## src/rtl/branch_prediction_unit.sv

```systemverilog
// branch_prediction_unit: 2-bit saturating-counter BHT with combinational JAL/branch target prediction
module branch_prediction_unit #(
  parameter int ADDRESS_SIZE     = 64,
  parameter int INSTRUCTION_SIZE = 32,
  parameter int BHT_ENTRIES      = 64
) (
  input  logic                        clk,
  input  logic                        reset,
  input  logic [ADDRESS_SIZE-1:0]     pc,
  input  logic [INSTRUCTION_SIZE-1:0] instruction,
  input  logic                        update_valid,
  input  logic [ADDRESS_SIZE-1:0]     update_pc,
  input  logic                        update_taken,
  output logic [ADDRESS_SIZE-1:0]     next_pc,
  output logic                        overwrite_pc
);
  localparam int IW = $clog2(BHT_ENTRIES);
  logic [1:0] bht_q [BHT_ENTRIES];
  logic [1:0] cnt_d;
  logic [IW-1:0] p_idx, u_idx;
  logic [20:0] j_imm;
  logic [12:0] b_imm;
  logic is_jal, is_br, take;
  logic unused_ok;
  assign p_idx = pc[IW+1:2];
  assign u_idx = update_pc[IW+1:2];
  assign unused_ok = ^{update_pc[ADDRESS_SIZE-1:IW+2], update_pc[1:0]};
  assign j_imm = {instruction[31], instruction[19:12], instruction[20], instruction[30:21], 1'b0};
  assign b_imm = {instruction[31], instruction[7], instruction[30:25], instruction[11:8], 1'b0};
  assign is_jal = instruction[6:0] == 7'b1101111;
  assign is_br = instruction[6:0] == 7'b1100011;
  assign take = is_br & bht_q[p_idx][1];
  always_comb begin
    next_pc = is_jal ? pc + {{(ADDRESS_SIZE-21){j_imm[20]}}, j_imm}
            : take   ? pc + {{(ADDRESS_SIZE-13){b_imm[12]}}, b_imm}
            :          pc + ADDRESS_SIZE'(4);
    overwrite_pc = is_jal | take;
    cnt_d = update_taken ? (bht_q[u_idx] == 2'b11 ? 2'b11 : bht_q[u_idx] + 2'd1)
          :                (bht_q[u_idx] == 2'b00 ? 2'b00 : bht_q[u_idx] - 2'd1);
  end
  always_ff @(posedge clk or posedge reset)
    if (reset)
      for (int i = 0; i < BHT_ENTRIES; i++) bht_q[i] <= 2'b01;
    else if (update_valid)
      bht_q[u_idx] <= cnt_d;
endmodule

```

## config.mk

```make
export PLATFORM = sky130hd
export DESIGN_NAME = branch_prediction_unit
export DESIGN_NICKNAME = d
export VERILOG_FILES = /design/src/rtl/branch_prediction_unit.sv
export SDC_FILE = /design/constraint.sdc
export NUM_CORES = 1
export LEC_CHECK = 0
export BUFFER_PORTS_ARGS = -buffer_cell sky130_fd_sc_hd__buf_2
export CORE_MARGIN = 4
export CORE_UTILIZATION = 40
export CTS_CLUSTER_DIAMETER = 30
export DETAILED_ROUTE_END_ITERATION = 10
export PLACE_DENSITY = 0.58
export SETUP_SLACK_MARGIN = 0.1
export SYNTH_ARGS = -nofsm -noshare
export SYNTH_HDL_FRONTEND = slang
export SYNTH_SLANG_ARGS = --single-unit
```

## constraint.sdc

```tcl
create_clock -name clk -period 4.8 [get_ports clk]
set_clock_uncertainty 0.15 [all_clocks]
set_input_delay 0.24 -clock clk [delete_from_list [all_inputs] [get_ports clk]]
set_output_delay 0.24 -clock clk [all_outputs]
set_load 0.02 [all_outputs]
```

==> key figures, run 1 <==
STA
  • Least-Margin Pin Slew: about 1100 ps
  • Max Fclk: between 200 and 250 MHz
  • RSZ-0062 raised after global routing: no
  • Final Cycle Share: 93.1%
  • Relative slew slack: between 20% and 30%
  • Minimum clock period: roughly 4500 ps
  • Setup Total Neg Slack: 0 ps
  • Fin Hold WS: about 100 ps
  • Max-slew violation count: 0
  • Fin worst setup slack: ~330 ps
  • Final Hold Vio Count: 0
  • Final setup fails: 0

Critical path
  • Worst EP arrival: around 4000 ps
  • CP Cell Sequence: buf_2 -> ha_1 -> inv_1 -> fa_1 -> nand2b_1 -> a211oi_1 -> o21ai_0 -> a2111oi_0 -> buf_4 -> o31ai_1 -> buf_4 -> o31ai_1 -> a21oi_1 -> mux2i_1 -> nand3_1 -> buf_2
  • Worst Path Required: between 4000 and 5000 ps
  • Worst setup startpoint: pc[1]
  • Family with the most delay on the worst path: compound AO/OA/AOI/OAI gates
  • Crit path kind: input pin to primary output
  • CP max-delay cell: o31ai_1
  • Crit path depth: 16
  • CP Launch Type: input pin
  • Crit path buffers/inverters: 5
  • Setup crit end kind: primary output
  • Worst r2r src: bht_q[9]$_DFFE_PP0P_
  • Worst R2R Path Depth: 6
  • Max FO, Critical Path: 7
  • Slowest Stage Delay on Critical Path: 520 ps

Floorplanning
  • Initial Util: roughly two fifths
  • Die Span X: 205 um
  • Core area: 0.0379 mm^2
  • Site Rows: 71
  • IO Count: 229
  • Die area: 0.0419 mm^2
  • Die H: roughly 200 um

Clock network
  • Hold buffers post-CTS: 1
  • Clock tree root driver cell: clkbuf_16
  • Clk slew on worst S/H paths: approximately 60 ps
  • Latest clock arrival within the worst-skew pair: roughly 420 ps
  • Resized cells post-CTS: 0
  • H-tree levels: 4
  • Clk sinks: approximately 130
  • CTS tree: yes
  • CTS Buf Count: 17
  • Post-CTS setup buffers: 0
  • Clock tree buffer depth: 2

Route
  • Vias per cell: about 6.4
  • Final ANT Viol Nets: 0
  • Pre-Repair DR Iteration Count: 6
  • DRT iter0 DRCs: ~1,600
  • Routed len/inst: about 24 um
  • Residual DRC count: 0
  • Routed wire length: 61.5 mm
  • Via count: 16,174

Global routing
  • First-pass GRT wire length: between 90 and 100 mm
  • Global-route usage over all layers: between 20 and 30%
  • Met3 Use GR: under 10%
  • Vias in the first global route: ~15,000
  • GR Layer Usage met1: a little under 40%
  • GRT overflow: 0
  • GRT busiest layer: met2
  • Pin count of the biggest net entering global routing: 65
  • Antenna violations before repair: 4
  • Met2 Usage GRT: 46.0%

Synthesis
  • Sequential share of the synthesized area: 21.2%
  • Dominant synthesized flop cell: dfstp_2
  • Mapped Area: between 0.015 and 0.02 mm^2
  • Dominant cell type by area after synthesis: dfstp_2
  • Syn_area_per_cell: just over 8 um^2
  • Synth top area share: between 10% and 20%
  • Asr flop ratio synth: 100%
  • Syn nets: about 2,100
  • FF+latch count, synth: between 100 and 150
  • Syn Inst Count: 1,892
  • EDFF count, synth: 0
  • Synth area leaders: dfstp_2 11%, dfrtp_1 10%, mux2_2 9.8%
  • Yosys warning count: 0
  • Distinct cells, synth: 89

Finish
  • Final instance area: between 0.015 and 0.02 mm^2
  • Largest registers: bht_q (128)
  • Fraction of layout cells with a size suffix above 1: approximately a quarter
  • Final nets: roughly 2,200
  • ANT cells: 0
  • Most frequent cells in the layout: 204 x nand2_1, 173 x nor2_1, 168 x buf_2
  • Commonest non-fill, non-tap cell in the layout: nand2_1
  • Reg with most FFs: bht_q
  • Fillers: 3,837
  • Max FFs per register: ~130
  • Area growth, synth to finish: 11.3%

Place
  • Port bufs: about 170
  • DP Area: between 0.015 and 0.02 mm^2
  • Worst slack at placement: ~500 ps
  • GP Congestion: 0.998
  • DPL Wire Length: 47.7 mm

Pwr
  • Clock power frac: approximately 30%
  • Power Internal: approximately 2.6 mW
  • Power per standard cell area: between 200 and 250 mW/mm^2
  • Total Power: approximately 4.2 mW
  • VDD IR max: approximately 0.22 mV
  • Sequential share of power: 31.8%
  • Sw Share: a little under two fifths
  • Pleak: ~7.1 nW
  • Comb pwr share: 38.4%
  • Sw Pwr: 1.59 mW

Min path
  • Min-Delay Path Class: input pin to async pin

Outcome
  • Status: finished, final reports clean

Job
  • Max-Cap Viols: 0
==> final timing paths <==
check	slack, ps	endpoint
worst max register to register	1620	bht_q[15]$_DFFE_PP0P_
max in group asynchronous	3380	bht_q[5]$_DFFE_PP0P_
worst min register to register	370	bht_q[111]$_DFFE_PP0P_
min in group clk	310	bht_q[77]$_DFFE_PP0P_
worst max-delay path	330	next_pc[49]
worst min-delay path	100	bht_q[87]$_DFFE_PP0P_
==> per-stage QoR <==
step	instances	utilization, %
3_5_place_dp	2492	43.9
6_report	2525	45.4
4_1_cts	2525	45.4
5_1_grt	2525	45.4
3_3_place_gp	2492	43.9
2_1_floorplan	1892	-
==> per-layer routing <==
metal / vias to the layer above / wire length (um)
met5: - / 52
met4: 6 / 1680
met3: 108 / 5080
met2: 779 / 28500
met1: 7908 / 26200
li1: 7373 / -
==> worst register-to-register path: stages (launching register included) <==
cell      delay (ps)
dfrtp_1          400
mux4_1           530
mux2i_1          260
o221ai_1         160
or4_4            550
maj3_4           620
mux2_2           390
==> cell usage after synthesis, types with 13 or more instances <==
library cell / count
xor2_1: 39
buf_6: 21
a21oi_1: 154
buf_2: 24
ha_1: 76
mux2_2: 135
a22oi_1: 18
a31oi_1: 22
nand2_1: 204
o21a_1: 16
nor2b_1: 14
dfrtp_1: 64
nand3_1: 54
and3_1: 23
o21bai_1: 16
a211oi_1: 15
nand4_1: 46
o21ai_0: 119
and2_1: 14
o211ai_1: 18
nor4_1: 14
inv_1: 43
nand2b_1: 17
nor2_1: 173
o221ai_1: 15
or2_2: 13
dfstp_2: 64
xnor2_1: 47
mux4_2: 35
o22ai_1: 27
a21o_1: 38
mux2i_1: 24
nor3_1: 35
clkbuf_1: 61
==> kinds of logic (layout without fill, tap and decap cells) <==
kind of cell               count (synthesis)  count (layout)  synth area share, %
and+or+nand+nor                          659             659                 20.7
AOI/OAI and AO/OA                        584             584                 24.8
muxes                                    195             195                 16.6
buffers and inverters                    160             282                 5.25
DFF                                      128             128                 21.2
xor gates and xnor gates                  86              86                 4.87
adders and majority gates                 80              80                 6.58
==> power by group through the flow <==
stage / sequential [mW] / combinational [mW] / clock, mW
after floorplan: 1.32 / 1.11 / 0
after global placement: 1.34 / 1.56 / 0
after detailed placement: 1.35 / 1.57 / 0
after CTS: 1.33 / 1.58 / 1.26
after global routing: 1.35 / 1.73 / 1.32
final: 1.33 / 1.61 / 1.25
==> layout make-up <==
| type | count | area, um^2 | share of cell area, % |
|---|---|---|---|
| clock buffers | 18 | 439 | 2.55 |
| clock inverters | 14 | 131 | 0.763 |
| inverters | 44 | 168 | 0.973 |
| multi-input cells | 1604 | 11400 | 66.3 |
| flip-flops and latches | 128 | 3280 | 19.1 |
| well taps | 511 | 639 | 3.71 |
| repair buffers | 206 | 1140 | 6.62 |
Power figures use the tool's default switching activity.
==> run 2: changes to the inputs <==
==> constraint.sdc (replaced) <==
create_clock -name clk -period 5.2 [get_ports clk]
set_clock_uncertainty 0.15 [all_clocks]
set_input_delay 0.26 -clock clk [delete_from_list [all_inputs] [get_ports clk]]
set_output_delay 0.26 -clock clk [all_outputs]
set_load 0.02 [all_outputs]
==> run 2 against run 1 <==
- sequential cell count unchanged
- total power down 7.9%
- sequential share of layout area rose by 0.072 points
- worst hold slack gained 250 ps
- worst setup slack better by 180 ps
- routed wire length about the same
- critical path depth shrank 2
==> key figures, run 2 (synthesis results as in run 1) <==
Finish
  • Final nets: about 2,200
  • Multi-input logic area: 0.0114 mm^2
  • Fraction of layout cells with a size suffix above 1: 25.9%
  • Commonest non-fill, non-tap cell in the layout: nand2_1
  • Max FFs per register: 128
  • Area growth, synth to finish: 10.9%
  • Reg with most FFs: bht_q
  • Most frequent cells in the layout: 204 x nand2_1, 173 x nor2_1, 168 x buf_2
  • Fillers: around 3,800
  • Area occupied by registers: between 0.003 and 0.004 mm^2
  • Largest registers: bht_q (128)

Critical path
  • Slowest Stage Delay on Critical Path: 820 ps
  • Reg-to-reg slack, setup: ~2100 ps
  • Crit path kind: input pin to primary output
  • Crit path depth: 14
  • Worst EP arrival: about 4300 ps
  • Worst setup startpoint: pc[1]
  • Worst r2r src: bht_q[9]$_DFFE_PP0P_
  • Max FO, Critical Path: 3
  • CP max-delay cell: a2111oi_0
  • CP Cell Sequence: buf_2 -> ha_1 -> inv_1 -> fa_1 -> nand2b_1 -> a211oi_1 -> o21ai_0 -> a2111oi_0 -> o31ai_1 -> o221ai_1 -> a21oi_1 -> xnor2_1 -> o211ai_1 -> buf_2
  • R2R Path End: bht_q[67]$_DFFE_PP0P_
  • CP Launch Type: input pin
  • Setup crit end kind: primary output
  • Crit path buffers/inverters: 3
  • Family with the most delay on the worst path: compound AO/OA/AOI/OAI gates
  • Worst Path Required: 4790 ps
  • Most used cell, CP: buf_2
  • CP endpoint: next_pc[61]
  • Worst R2R Path Depth: 6

Route
  • Via count: between 15,000 and 20,000
  • Highest metal used: met5
  • Metal2 WL: 28.0 mm
  • Met3 routed WL: about 5.4 mm
  • Met1 WL: around 26 mm
  • Pre-Repair DR Iteration Count: 6
  • Routed wire length: approximately 62 mm
  • DRT iter0 DRCs: ~1,500
  • Final ANT Viol Nets: 0
  • Routed len/inst: 24.5 um
  • Vias per cell: roughly 6.4
  • Residual DRC count: 0

Min path
  • Min-Delay Path Class: input pin to async pin

Clock network
  • Latest clock arrival within the worst-skew pair: 420 ps
  • CTS tree: yes
  • H-tree levels: 4
  • Resized cells post-CTS: 0
  • Hold buffers post-CTS: 1
  • CTS Buf Count: 17
  • Clk sinks: about 130
  • Clk slew on worst S/H paths: approximately 60 ps
  • Clock tree root driver cell: clkbuf_16
  • Post-CTS setup buffers: 0
  • Clock tree buffer depth: 2

STA
  • Final setup fails: 0
  • Relative slew slack: 22.4%
  • Final Hold Vio Count: 0
  • Setup Total Neg Slack: 0 ps
  • Max-slew violation count: 0
  • Least-Margin Pin Slew: ~1200 ps
  • RSZ-0062 raised after global routing: no
  • Max Fclk: 213 MHz
  • Minimum clock period: about 4700 ps
  • Final Cycle Share: 90.2%

Global routing
  • Global-route usage over all layers: between 20 and 30%
  • First-pass GRT wire length: roughly 92 mm
  • Pin count of the biggest net entering global routing: 65
  • Antenna violations before repair: 6
  • GRT overflow: 0
  • Vias in the first global route: 15,434

Pwr
  • VDD IR max: about 0.24 mV
  • Total Power: 3.86 mW
  • Pleak: a little over 7 nW
  • Power per standard cell area: 225 mW/mm^2

Job
  • Max-Cap Viols: 0

Floorplanning
  • Die H: about 200 um
  • IO Count: roughly 230
  • Die area: 0.0419 mm^2
  • Initial Util: between 40% and 50%
  • Core area: roughly 0.038 mm^2
  • Die Span X: about 200 um
  • Site Rows: 71

Place
  • GP Congestion: around 0.98
  • Port bufs: approximately 170
  • DPL Wire Length: around 48 mm

Outcome
  • Status: finished, final reports clean
==> run 2: power breakdown <==
| part | switching, mW | leakage (nW) | internal (mW) |
|---|---|---|---|
| Clock | 0.459 | 0.284 | 0.699 |
| Combinational | 0.923 | 5.21 | 0.551 |
| Sequential | 0.0638 | 1.55 | 1.17 |
| Total | 1.45 | 7.04 | 2.42 |
==> run 2: metal layers <==
metal / track usage [%] / up-vias
met1: 38.3 / 7859
met4: 9.62 / 8
met5: 0 / -
li1: - / 7337
met3: 4.73 / 138
met2: 45.6 / 775
==> run 2: how the worst min path moves through the flow <==
stage                                   endpoint  cells past startpoint            startpoint  slack, ps
final                     bht_q[107]$_DFFE_PP0P_                      3                 reset        360
after global routing                  next_pc[0]                      0                 pc[0]        370
after floorplan             bht_q[5]$_DFFE_PP0P_                      1  bht_q[5]$_DFFE_PP0P_        340
after detailed placement  bht_q[107]$_DFFE_PP0P_                      2                 reset        260
after CTS                  bht_q[71]$_DFFE_PP0P_                      5          update_pc[5]        340
after global placement     bht_q[99]$_DFFE_PP0P_                      2                 reset        250
==> run 2: cell type report <==
type | instances | area share, %
multi-input cells | 1604 | 66.6
diodes | 2 | 0.0292
flip-flops and latches | 128 | 19.1
inverters | 44 | 0.977
clock inverters | 11 | 0.612
clock buffers | 21 | 2.74
well taps | 511 | 3.73
repair buffers | 196 | 6.21
==> run 2: worst reg2reg max path, delay by kind of cell (launching register included) <==
kind | cells | cell delay, ps
flops | 1 | 390
compound gates | 1 | 160
simple gates | 1 | 550
mux | 3 | 1170
fa+ha+maj | 1 | 610
==> run 2: stage by stage <==
stage | worst slack [ps] | cells | util [%] | hold WS [ps] | cell area [um^2]
3_3_place_gp | 652 | 2482 | 43.7 | 253 | 16600
4_1_cts | 641 | 2515 | 45.2 | 343 | 17200
6_report | 510 | 2517 | 45.2 | 356 | 17200
2_1_floorplan | 1370 | 1892 | - | 339 | 15500
3_5_place_dp | 652 | 2482 | 43.7 | 264 | 16600
5_1_grt | 300 | 2516 | 45.2 | 370 | 17200
==> run 3: changes to the inputs <==
--- a/config.mk
+++ b/config.mk
@@ -8,6 +8,7 @@
 export BUFFER_PORTS_ARGS = -buffer_cell sky130_fd_sc_hd__buf_2
 export CORE_MARGIN = 4
 export CORE_UTILIZATION = 40
+export CTS_BUF_LIST = sky130_fd_sc_hd__clkbuf_8 sky130_fd_sc_hd__clkbuf_16
 export CTS_CLUSTER_DIAMETER = 30
 export DETAILED_ROUTE_END_ITERATION = 10
 export PLACE_DENSITY = 0.58
==> constraint.sdc (replaced) <==
create_clock -name clk -period 5.2 [get_ports clk]
set_clock_uncertainty 0.15 [all_clocks]
set_input_delay 0.78 -clock clk [delete_from_list [all_inputs] [get_ports clk]]
set_output_delay 0.78 -clock clk [all_outputs]
set_load 0.02 [all_outputs]
==> run 3 against run 2 <==
- sequential share of layout area shrank 0.84 points
- total power grew 4.7%
- sequential cell count unchanged
- via count grew 2.2%
- sequential power about the same
- count of clock-buffer cells in the layout decreased by 2
- worst setup slack lost 340 ps
- cell count increased by 3.5%
- combinational power is 7% higher
- largest cell class unchanged
- largest power group unchanged
==> key figures, run 3 (synthesis results as in run 1) <==
STA
  • Setup Total Neg Slack: 0 ps
  • Max-slew violation count: 0
  • Fin worst setup slack: 172 ps
  • Relative slew slack: between 30% and 40%
  • Final Cycle Share: a little over nine tenths
  • Final Hold Vio Count: 0
  • Least-Margin Pin Slew: ~1000 ps
  • RSZ-0062 raised after global routing: yes
  • Final setup fails: 0
  • Minimum clock period: 5030 ps
  • Max Fclk: 199 MHz

Finish
  • Commonest non-fill, non-tap cell in the layout: nand2_1
  • Largest registers: bht_q (128)
  • ANT cells: 0
  • Fraction of layout cells with a size suffix above 1: between 20 and 30%
  • Max FFs per register: approximately 130
  • Final Non-Filler Cells: about 2,600
  • Area growth, synth to finish: 16.0%
  • Most frequent cells in the layout: 204 x nand2_1, 173 x nor2_1, 168 x buf_2
  • Reg with most FFs: bht_q
  • Final nets: about 2,300

Clock network
  • Clock tree root driver cell: clkbuf_16
  • Clk slew on worst S/H paths: roughly 60 ps
  • H-tree levels: 4
  • Latest clock arrival within the worst-skew pair: 420 ps
  • CTS Buf Count: 17
  • Post-CTS setup buffers: 0
  • CTS tree: yes
  • Clock tree buffer depth: 2
  • Clk sinks: 128

Critical path
  • Worst EP arrival: around 4000 ps
  • Crit path kind: input pin to primary output
  • Setup crit end kind: primary output
  • Worst Path Required: around 4300 ps
  • Max FO, Critical Path: 12
  • CP Launch Type: input pin

Global routing
  • Pin count of the biggest net entering global routing: 65
  • First-pass GRT wire length: about 94 mm
  • GRT overflow: 0
  • Global-route usage over all layers: roughly 29%
  • Antenna violations before repair: 3
  • Vias in the first global route: approximately 16,000

Floorplanning
  • IO Count: about 230
  • Die Span X: about 200 um
  • Core area: ~0.038 mm^2
  • Initial Util: around 41%
  • Die area: ~0.042 mm^2
  • Site Rows: 71
  • Die H: 205 um

Place
  • Port bufs: between 150 and 200
  • GP Congestion: 1.06
  • DPL Wire Length: 49.9 mm
  • Placed cell count: 2,572
  • Worst slack at placement: between 50 and 60 ps

Outcome
  • Status: finished, final reports clean

Route
  • Routed wire length: between 60 and 70 mm
  • DRT iter0 DRCs: between 1,500 and 2,000
  • Final ANT Viol Nets: 0
  • Via count: between 15,000 and 20,000
  • Vias per cell: roughly 6.3
  • Residual DRC count: 0
  • Pre-Repair DR Iteration Count: 6
  • Routed len/inst: between 20 and 25 um

Pwr
  • Total Power: between 4 and 5 mW
  • VDD IR max: 0.244 mV
  • Clock power frac: between 30% and 40%
  • Power Internal: approximately 2.6 mW
  • Sequential share of power: a little under a third
  • Comb pwr share: 38.8%
  • Sw Share: between 30% and 40%
  • Sw Pwr: approximately 1.5 mW
  • Pleak: ~7.5 nW
  • Power per standard cell area: ~230 mW/mm^2

Min path
  • Min-Delay Path Class: input pin to async pin

Job
  • Max-Cap Viols: 0
[run 3: cell types whose count changed in the layout (fill, tap and decap cells not counted), moves of 3 or more]
cell	before	now
a21oi_1	154	150
a2111oi_0	3	0
a21oi_2	0	4
buf_12	1	4
o21ai_0	119	116
buf_4	26	113
[run 3: routing by layer]
| layer | routed length, um | GRT usage (%) | vias to the layer above |
|---|---|---|---|
| li1 | - | - | 7532 |
| met2 | 28900 | 47.2 | 764 |
| met5 | 51 | 0 | - |
| met1 | 27100 | 40.0 | 8061 |
| met4 | 1950 | 8.42 | 6 |
| met3 | 4870 | 3.50 | 113 |
[run 3: worst paths after layout]
kind / from / endpoint / slack, ps / cells past startpoint
min in group clk: bht_q[45]$_DFFE_PP0P_ / bht_q[45]$_DFFE_PP0P_ / 380 / 1
max: pc[2] / next_pc[42] / 170 / 13
min reg2reg: bht_q[45]$_DFFE_PP0P_ / bht_q[45]$_DFFE_PP0P_ / 380 / 1
max reg2reg: bht_q[9]$_DFFE_PP0P_ / bht_q[5]$_DFFE_PP0P_ / 2020 / 6
min: reset / bht_q[95]$_DFFE_PP0P_ / 220 / 2
max in group asynchronous: reset / bht_q[125]$_DFFE_PP0P_ / 3690 / 3
[run 3: metrics by stage]
step / hold slack [ps] / instance area [um^2] / utilization [%]
CTS: 223 / 17900 / 47.2
global route: 246 / 18000 / 47.3
detailed placement: 367 / 17300 / 45.6
finish: 221 / 18000 / 47.3
global placement: 357 / 17300 / 45.6
floorplan: 339 / 15500 / -
[run 3: worst max-delay path, stage by stage]
cell	delay (ps)
buf_2	90
buf_4	270
ha_1	290
a21oi_1	210
nand4b_1	170
nand2_1	120
a311oi_1	430
o21a_1	380
o21ai_0	210
a22oi_1	360
o211ai_1	130
a22oi_1	380
buf_2	260
[run 3: final cells by class]
class,count,area (um^2)
inverters,44,168
clock inverters,13,164
flip-flops and latches,128,3280
fillers,3823,20000
multi-input cells,1604,11500
well taps,511,639
clock buffers,19,453
repair buffers,285,1770
[run 3: power by group through the flow]
stage                     Sequential (mW)  Combinational, mW  Clock, mW
after floorplan                      1.22               1.02          0
after global placement               1.24               1.51          0
after detailed placement             1.25               1.53          0
after CTS                            1.23               1.53       1.25
after global routing                 1.25               1.68       1.30
final                                1.23               1.57       1.24
[run 3: repair_timing]
| item | 4_1_cts | 5_1_grt |
|---|---|---|
| setup endpoints to repair | 2 | 16 |
| pin swaps | 0 | 3 |
| hold buffers | 0 | 0 |
| gates cloned | 0 | 0 |
| resized for setup | 1 | 16 |
